**config.mk**
```make
export PLATFORM = sky130hd
export DESIGN_NAME = serial_shift_tx
export DESIGN_NICKNAME = d
export VERILOG_FILES = /design/src/rtl/serial_pkg.sv /design/src/rtl/serial_shift_tx_baud_tick.sv /design/src/rtl/serial_shift_tx.sv
export SDC_FILE = /design/constraint.sdc
export NUM_CORES = 1
export LEC_CHECK = 0
export CAP_MARGIN = 20
export CORE_MARGIN = 10
export CORE_UTILIZATION = 50
export DETAILED_ROUTE_END_ITERATION = 7
export MAX_ROUTING_LAYER = met4
export PLACE_DENSITY = 0.79
export SYNTH_ARGS = -nofsm -noshare
export SYNTH_HDL_FRONTEND = slang
export SYNTH_SLANG_ARGS = --single-unit
```
**constraint.sdc**
```tcl
create_clock -name clk -period 2.3 [get_ports clk]
set_input_delay 0.345 -clock clk [delete_from_list [all_inputs] [get_ports clk]]
set_output_delay 0.345 -clock clk [all_outputs]
set_load 0.05 [all_outputs]
```
**src/rtl/serial_pkg.sv**
```systemverilog
// Shared types for the serial transmitter: parity-mode encoding, FSM states
// and the parity helper used when a word is loaded into the shifter.
package serial_pkg;

    typedef enum logic [1:0] {
        NONE = 2'd0,
        EVEN = 2'd1,
        ODD  = 2'd2
    } parity_e;

    typedef enum logic [2:0] {
        IDLE,
        START,
        DATA,
        PAR,
        STOP
    } state_e;

    // Payload is zero-extended to 16 bits, which leaves its parity unchanged.
    function automatic logic parity_bit(input logic [15:0] word, input int mode);
        return (^word) ^ (mode == int'(ODD));
    endfunction

endpackage

```
**src/rtl/serial_shift_tx_baud_tick.sv**
```systemverilog
// Bit-period counter: tick is high in the last cycle of every line bit.
// tick_nx tells the FSM whether the following cycle will carry a tick.
module baud_tick #(
    parameter int CLKS_PER_BIT = 1
) (
    input  logic clk,
    input  logic rst,
    input  logic clear,
    output logic tick,
    output logic tick_nx
);

    localparam int CW = $clog2(CLKS_PER_BIT + 1);
    localparam logic [CW-1:0] LAST = CW'(CLKS_PER_BIT - 1);

    logic [CW-1:0] cnt;
    logic [CW-1:0] cnt_n;

    always_comb begin
        tick  = (cnt == LAST);
        cnt_n = cnt + 1'b1;
        if (clear || tick) begin
            cnt_n = '0;
        end
        tick_nx = (cnt_n == LAST);
    end

    always_ff @(posedge clk) begin
        if (!rst) begin
            cnt <= '0;
        end else begin
            cnt <= cnt_n;
        end
    end

endmodule

```
**src/rtl/serial_shift_tx.sv**
```systemverilog
// Framed serial transmitter: one holding register in front of a shifter,
// start/data/parity/stop framing, registered line output.
module serial_shift_tx
    import serial_pkg::*;
#(
    parameter int DATA_W       = 8,
    parameter int CLKS_PER_BIT = 1,
    parameter int PARITY       = 0,
    parameter int STOP_BITS    = 1
) (
    input  logic              clk,
    input  logic              rst,
    input  logic [DATA_W-1:0] data_in,
    input  logic              in_valid,
    output logic              in_ready,
    output logic              out,
    output logic              busy,
    output logic              done
);

    localparam int BW = $clog2(DATA_W + 1);
    localparam logic [BW-1:0] LAST_DATA = BW'(DATA_W - 1);
    localparam logic [BW-1:0] LAST_STOP = BW'(STOP_BITS - 1);

    state_e            state, state_n;
    logic [DATA_W-1:0] shifter, shifter_n;
    logic [DATA_W-1:0] hold, hold_n;
    logic              hold_full, hold_full_n;
    logic              pbit, pbit_n;
    logic [BW-1:0]     bitcnt, bitcnt_n;
    logic              out_n, done_n, in_ready_n;
    logic              accept, load;
    logic              tick, tick_nx;

    baud_tick #(.CLKS_PER_BIT(CLKS_PER_BIT)) u_baud (
        .clk    (clk),
        .rst    (rst),
        .clear  (state == IDLE),
        .tick   (tick),
        .tick_nx(tick_nx)
    );

    always_comb begin
        state_n     = state;
        shifter_n   = shifter;
        hold_n      = hold;
        hold_full_n = hold_full;
        pbit_n      = pbit;
        bitcnt_n    = bitcnt;
        done_n      = 1'b0;
        load        = 1'b0;
        out_n       = 1'b1;
        accept      = in_valid && in_ready;

        case (state)
            IDLE: begin
                load = accept;
            end
            START: begin
                if (tick) begin
                    state_n  = DATA;
                    bitcnt_n = '0;
                end
            end
            DATA: begin
                if (tick) begin
                    if (bitcnt == LAST_DATA) begin
                        state_n  = (PARITY != int'(NONE)) ? PAR : STOP;
                        bitcnt_n = '0;
                    end else begin
                        bitcnt_n  = bitcnt + 1'b1;
                        shifter_n = shifter >> 1;
                    end
                end
            end
            PAR: begin
                if (tick) begin
                    state_n  = STOP;
                    bitcnt_n = '0;
                end
            end
            STOP: begin
                if (tick) begin
                    if (bitcnt == LAST_STOP) begin
                        done_n   = 1'b1;
                        state_n  = IDLE;
                        bitcnt_n = '0;
                        load     = hold_full || accept;
                    end else begin
                        bitcnt_n = bitcnt + 1'b1;
                    end
                end
            end
            default: state_n = IDLE;
        endcase

        // The held word goes first; with nothing held, the word accepted this
        // cycle bypasses the holding register straight into the shifter.
        if (load) begin
            state_n  = START;
            bitcnt_n = '0;
            if (hold_full) begin
                shifter_n   = hold;
                hold_full_n = 1'b0;
            end else begin
                shifter_n = data_in;
            end
            pbit_n = parity_bit(16'(shifter_n), PARITY);
        end
        if (accept && !(load && !hold_full)) begin
            hold_n      = data_in;
            hold_full_n = 1'b1;
        end

        case (state_n)
            START:   out_n = 1'b0;
            DATA:    out_n = shifter_n[0];
            PAR:     out_n = pbit_n;
            default: out_n = 1'b1;
        endcase

        // Ready is also raised ahead of the final stop cycle so a new word can
        // land in the holding register while the held one drains.
        in_ready_n = !hold_full_n
                   || ((state_n == STOP) && (bitcnt_n == LAST_STOP) && tick_nx);
    end

    always_ff @(posedge clk) begin
        if (!rst) begin
            state     <= IDLE;
            shifter   <= '0;
            hold      <= '0;
            hold_full <= 1'b0;
            pbit      <= 1'b0;
            bitcnt    <= '0;
            out       <= 1'b1;
            done      <= 1'b0;
            in_ready  <= 1'b0;
        end else begin
            state     <= state_n;
            shifter   <= shifter_n;
            hold      <= hold_n;
            hold_full <= hold_full_n;
            pbit      <= pbit_n;
            bitcnt    <= bitcnt_n;
            out       <= out_n;
            done      <= done_n;
            in_ready  <= in_ready_n;
        end
    end

    always_comb begin
        busy = (state != IDLE);
    end

endmodule

```
# [After elaboration in Yosys (flattened, before gate mapping)]
# Cells that the tools add are included.
[word_totals] input_bits=11 n_memories=0 ramBits=0 output_inout_bits=4 wordCells=78 romBits=0 regBits=29 latchBits=0
[classes] eq_ne=11 multipliers=0 n_div=0 magnitude_cmp=0 muxes=30 n_addsub=2 shifts=0 bitwise_logic=4 n_reduce_logical=20
[op_table] operator="2-to-1 mux 8 bit" n=6
[op_table] operator="2-to-1 mux 4 bit" n=6
[op_table] operator="2-to-1 mux 3 bit" n=7
[op_table] operator="parity 16 bit" n=1
[op_table] operator="case mux 3 bit (5 select lines)" n=1
[op_table] operator="== test 3 x 2 -> 1 bit (second input constant)" n=4
[op_table] operator="case mux 4 bit (3 select lines)" n=1
[op_table] operator="zero test 4 bit" n=2
[op_table] operator="2-to-1 mux 1 bit" n=7
[op_table] operator="== test 3 x 1 -> 1 bit (second input constant)" n=2
[op_table] operator="== test 3 bit (second input constant)" n=2
[op_table] operator="logical AND 1 bit" n=5
[op_table] operator="adder 4 x 1 -> 4 bit (second input constant)" n=1
[op_table] operator="== test 4 x 3 -> 1 bit (second input constant)" n=1
[op_table] operator="inequality test 2 bit (second input constant)" n=2
[op_table] operator="inverter 1 bit" n=4
[op_table] operator="zero test 1 bit" n=3
[op_table] operator="zero test 3 bit" n=1
[op_table] operator="logical OR 1 bit" n=3
[op_table] operator="case mux 1 bit (3 select lines)" n=1
[op_table] operator="AND reduction 3 bit" n=1
[op_table] operator="nonzero test 3 bit" n=1
[op_table] operator="OR reduction 3 bit" n=1
[op_table] operator="case mux 1 bit (2 select lines)" n=1
[op_table] operator="3 further kinds" n=3

# [Depth between registers and ports, before layout]
[depth] depth_word=11 mapped_depth=8

# [Modules after synthesis]
# A second synthesis with hierarchy kept.
[unflattened] hier_cells=178 area_unflattened_um2=1665.3
[modules_own_cells] module="serial_shift_tx" seq_area_each_um2=560.5 area_per_inst_um2=1626.6 n_inst=1 cells_per_inst=173
[modules_own_cells] module="baud_tick" seq_area_each_um2=20.0 area_per_inst_um2=38.8 n_inst=1 cells_per_inst=5

# [Worst setup path before layout]
# OpenSTA, ideal clock, no wires.
[synth_timing] path_type="register to register" start="reg state[1]" end="reg in_ready" setup_slack_ps=484 setup_time_ps=96 arrival_ps=1720 path_stages_with_launch=6 path_cell_list="dfxtp_1 -> or3_1 -> and3_1 -> nand4b_1 -> a31oi_1 -> o41ai_2"
[synth_between] elab_chain_len=8
[synth_lines] item="start: declaration" line="serial_shift_tx.sv:25" rtl="state_e state, state_n;"
[synth_lines] item="start signal: assignment" line="serial_shift_tx.sv:140" rtl="state <= state_n;"
[synth_lines] item="== test 3 x 2 -> 1 bit, or another cell as far along" line="serial_shift_tx.sv:55" rtl="case (state)"
[synth_lines] item="OR reduction 2 bit (no line), or another cell as far along"
[synth_lines] item="case mux 4 bit (3 select lines), or another cell as far along" line="serial_shift_tx.sv:55"
[synth_lines] item="2-to-1 mux 4 bit, or another cell as far along" line="serial_shift_tx.sv:99" rtl="if (load) begin"
[synth_lines] item="zero test 4 bit, or another cell as far along" line="serial_shift_tx.sv:125" rtl="|| ((state_n == STOP) && (bitcnt_n == LAST_STOP) && tick_nx);"
[synth_lines] item="logical AND 1 bit / 2-to-1 mux 1 bit (equally long branches)" line="serial_shift_tx.sv:125, serial_shift_tx.sv:110"
[synth_lines] item="logical AND 1 bit / zero test 1 bit (equally long branches)" line="serial_shift_tx.sv:125, serial_shift_tx.sv:124"
[synth_lines] item="logical OR 1 bit (*)" line="serial_shift_tx.sv:125"
[synth_lines] item="end signal: assignment" line="serial_shift_tx.sv:148" rtl="in_ready <= in_ready_n;"
[synth_lines] item="end: declaration" line="serial_shift_tx.sv:15" rtl="output logic in_ready,"
# Every way passes the cells marked *; elsewhere a longest branch is shown, timed or not.
# A chain may end at the register's enable or synchronous reset.

# [Final worst setup path]
[layout_timing] start="reg state[1]" end="out busy"
[layout_between] elab_chain_len=1
[layout_lines] item="nonzero test 3 bit" line="serial_shift_tx.sv:153" rtl="busy = (state != IDLE);"
[layout_lines] item="end: declaration" line="serial_shift_tx.sv:17" rtl="output logic busy,"
# Every way passes these cells.

==> flow_metrics.tcl <==
set metrics [dict create \
    floorplan.die_area_mm2 0.006107 \
    num_io_pins 15 \
    tritoncts_clock_tree "yes" \
    cts.repair_timing.setup_buffer_count 0 \
    finalWeightedCongestion 0.8513 \
    post-route-period-util 0.8854 \
    finish.net_count 209 \
    final_cell_area_mm2 0.001894 \
    power_density_of_the_placed_cells_mw_per_mm2 561.4 \
    timing.max_slew.rel_slack 0.6446 \
    cp-end-kind "output pin" \
    vias 1344 \
    grt_busiest_layer "met2" \
    mappedNetlistArea_mm2 0.001690 \
    r2r_slack_ns 0.29 \
    ys_seq_elements 29 \
    die_h_um 78.15 \
    placement.cell_area_mm2 0.001841 \
    htreeDepth 2 \
    synth_nets 196 \
    synth_top_family_by_area "simple AND/OR/NAND/NOR gates" \
    grt_overflow_total 0 \
    die_width_um 78.15 \
    r2r-end "in_ready" \
    vias_per_cell 5.531 \
    worst_path_largest_cell_delay_ns 0.63 \
    yosysUniqueCellTypes 49 \
    rsz0062_at_grt "no" \
    globalRouteTotalUtil 0.1154 \
    grtUsageMet3 0.02733 \
    dr.pass1.iters 4 \
    areaGrowthSynthToFinish_pct 12.07 \
    report.final.slew_viol_count 0 \
    synth_area_leaders "sky130_fd_sc_hd__dfxtp_1 34%, sky130_fd_sc_hd__mux2i_1 15%, sky130_fd_sc_hd__nand2_1 4.4%" \
    report.final.hold_viol_count 0 \
    power.total_mw 1.063 \
    yosys_warnings 0 \
    max_cap_violations 0 \
    finalWorstPathRequiredPeriod_ns 2.036 \
    core_area_mm2 0.003311 \
    grt_antenna_before_repair 0 \
    worst-slew-pin-transition_ns 0.5264 \
    skew_ns 0.01430 \
    grt_first_pass_wirelength_mm 5.713 \
    drive_gt1_frac 0.09645 \
    critical_path_arrival_ns 1.69 \
    holdCritStartpoint "hold[0]" \
    placement.io_buffers 14 \
    clock-root-buffer "sky130_fd_sc_hd__clkbuf_4" \
    drc 0 \
    synth.top_cell.area_share 0.3434 \
    wl_mm 3.459 \
    r2r.worst_path.cells 7 \
    grt_max_degree 21 \
    timing.critical_path.cells "or3_1 > dlygate4sd2_1" \
    number_of_global_route_vias_before_repair 1279 \
    max_freq_mhz 491.0 \
    num_clock_sinks 29 \
    timing.setup.tns_ns 0 \
    critical_path_peak_fanout 15 \
    rr_startpoint "bitcnt[0]" \
    yosys.area_share.xor_xnor 0.05181 \
    cts.path.max_buffers 2 \
    holdCritPathClass "flip-flop to flip-flop" \
    initial_core_util 0.5106 \
    muxShareOfSynthArea 0.1540 \
    use_met1 0.1339 \
    finalSetupViolations 0 \
    critPathLaunchType "flip-flop" \
    timing.critical_path.slowest_stage_cell "sky130_fd_sc_hd__dfxtp_1" \
    numCtsBuffers 5 \
    wl_per_cell_um 14.23 \
    synth_area_in_compound_gates 0.1281 \
    synth_simple_gate_area_share 0.2554 \
    drt_iter0_markers 200 \
    total_leakage_power_nw 0.7607 \
    post_synth_inst_count 183 \
    clkSlewWorstSetupHoldPaths_ns 0.10 \
    hold_path_cells 2 \
    outcome "finished clean" \
    postRouteAntennaNets 0 \
    worst_ir_drop_vdd_v 0.0003750 \
    placementRows 21 \
    synth.largest_area_cell "sky130_fd_sc_hd__dfxtp_1" \
    seq_area_frac_synth 0.3434 \
    use_met2 0.1793 \
    synth_fa_ha_area_frac 0.01480 \
    setup.worst_path.class "flip-flop to output pin" \
    antenna_cells_inserted 0 \
    hpwl_mm 2.596 \
    worstHoldEndpoint "hold[0]" \
    clk-insertion-delay-late_ns 0.34 \
    critPathLaunch "state[1]" \
    synth.avg_cell_area_um2 9.237 \
    cp_data_required_time_ns 1.96 \
]
cells in the mapped netlist (all sizes together):
library cell,number
ha,2
nor4bb,1
o41ai,1
o21ba,1
nor2,4
clkbuf,2
nor4b,3
xor2,4
nor2b,11
nand3b,3
nand4b,2
a221o,1
a311o,1
a22o,1
a21oi,3
buf,9
or3,3
o31ai,2
o21a,1
inv,4
conb,1
o21ai,8
a21boi,1
nand2,20
mux2i,26
dfxtp,29
a31oi,4
nor3b,1
and2,5
and3b,1
nor3,1
and3,9
xnor2,6
nand3,4
nand2b,2
o211ai,3
o311ai,1
a211oi,1
and4,1
placed cells by master (no fill, tap or decap), types with 3 or more instances in the layout:
master / n
sky130_fd_sc_hd__a31oi_1: 4
sky130_fd_sc_hd__and2_1: 5
sky130_fd_sc_hd__and3_1: 9
sky130_fd_sc_hd__buf_4: 3
sky130_fd_sc_hd__clkbuf_4: 5
sky130_fd_sc_hd__clkdlybuf4s50_1: 13
sky130_fd_sc_hd__dfxtp_1: 29
sky130_fd_sc_hd__inv_1: 3
sky130_fd_sc_hd__mux2i_1: 26
sky130_fd_sc_hd__nand2_1: 20
sky130_fd_sc_hd__nand3_1: 3
sky130_fd_sc_hd__nand3b_1: 3
sky130_fd_sc_hd__nor2_1: 4
sky130_fd_sc_hd__nor2b_1: 10
sky130_fd_sc_hd__o21ai_0: 5
sky130_fd_sc_hd__or3_1: 3
sky130_fd_sc_hd__xnor2_1: 6
sky130_fd_sc_hd__xor2_1: 4
critical path: cells and delay by family (launching register included):
family / cells / cell delay [ns]
flip-flops: 1 / 0.63
buffers and inverters: 1 / 0.53
AND/OR/NAND/NOR: 1 / 0.19
cells by family (layout without fill, tap and decap cells):
logic type / after synthesis / after routing
DFF: 29 / 29
xor gates and xnor gates: 10 / 10
adders and majority gates: 2 / 2
muxes: 26 / 26
AOI/OAI and AO/OA: 29 / 29
and+or+nand+nor: 71 / 71
other: 1 / 1
buffers and inverters: 15 / 29
where the power goes:
part | total, mW | switching, mW | leakage (nW) | internal, mW
clock network | 0.309 | 0.194 | 0.0310 | 0.115
registers | 0.552 | 0.0240 | 0.237 | 0.528
logic | 0.202 | 0.104 | 0.493 | 0.0980
routing by layer:
metal / part of all wire / wire length [um]
met1: 0.47 / 1634
met3: 0.041 / 141
met4: 0.027 / 95
met2: 0.46 / 1587
met5: 0 / 0
state kept, by name, summed over array words and instances (netlist names):
register and count:
in_ready 1, shifter 8, hold_full 1, hold 8, out 1, pbit 1, done 1, u_baud.cnt 1
bitcnt 4, state 3
timing repair:
| item | CTS | global route |
|---|---|---|
| setup endpoints to repair | 1 | 0 |
| gates resized for setup | 1 | 0 |
| hold buffers | 0 | 0 |
per-stage QoR:
stage	setup slack [ns]	hold WS [ns]	util	instances
after global placement	0.3768	0.4966	0.5559	235
after detailed placement	0.3376	0.5138	0.5559	235
after global routing	0.1721	0.5626	0.5722	243
after CTS	0.2663	0.5433	0.5722	243
final	0.2635	0.5476	0.5722	243
after floorplan	0.4843	0.4617	-	183
area by class of cell:
class	count	area (um2)
clock buffer	5	37.54
multi-input combinational	139	1025
sequential	29	580.6
fill	309	1416
clock inverter	3	17.52
timing repair buffer	17	161.4
inverter	4	15.01
tap	46	57.56
worst max path at each step:
stage / endpoint / slack, ns
global placement: in_ready / 0.38
finish: busy / 0.26
CTS: busy / 0.27
global route: busy / 0.17
detailed placement: in_ready / 0.34
floorplan: in_ready / 0.48
Note: power is estimated with default switching activity, not from simulation.
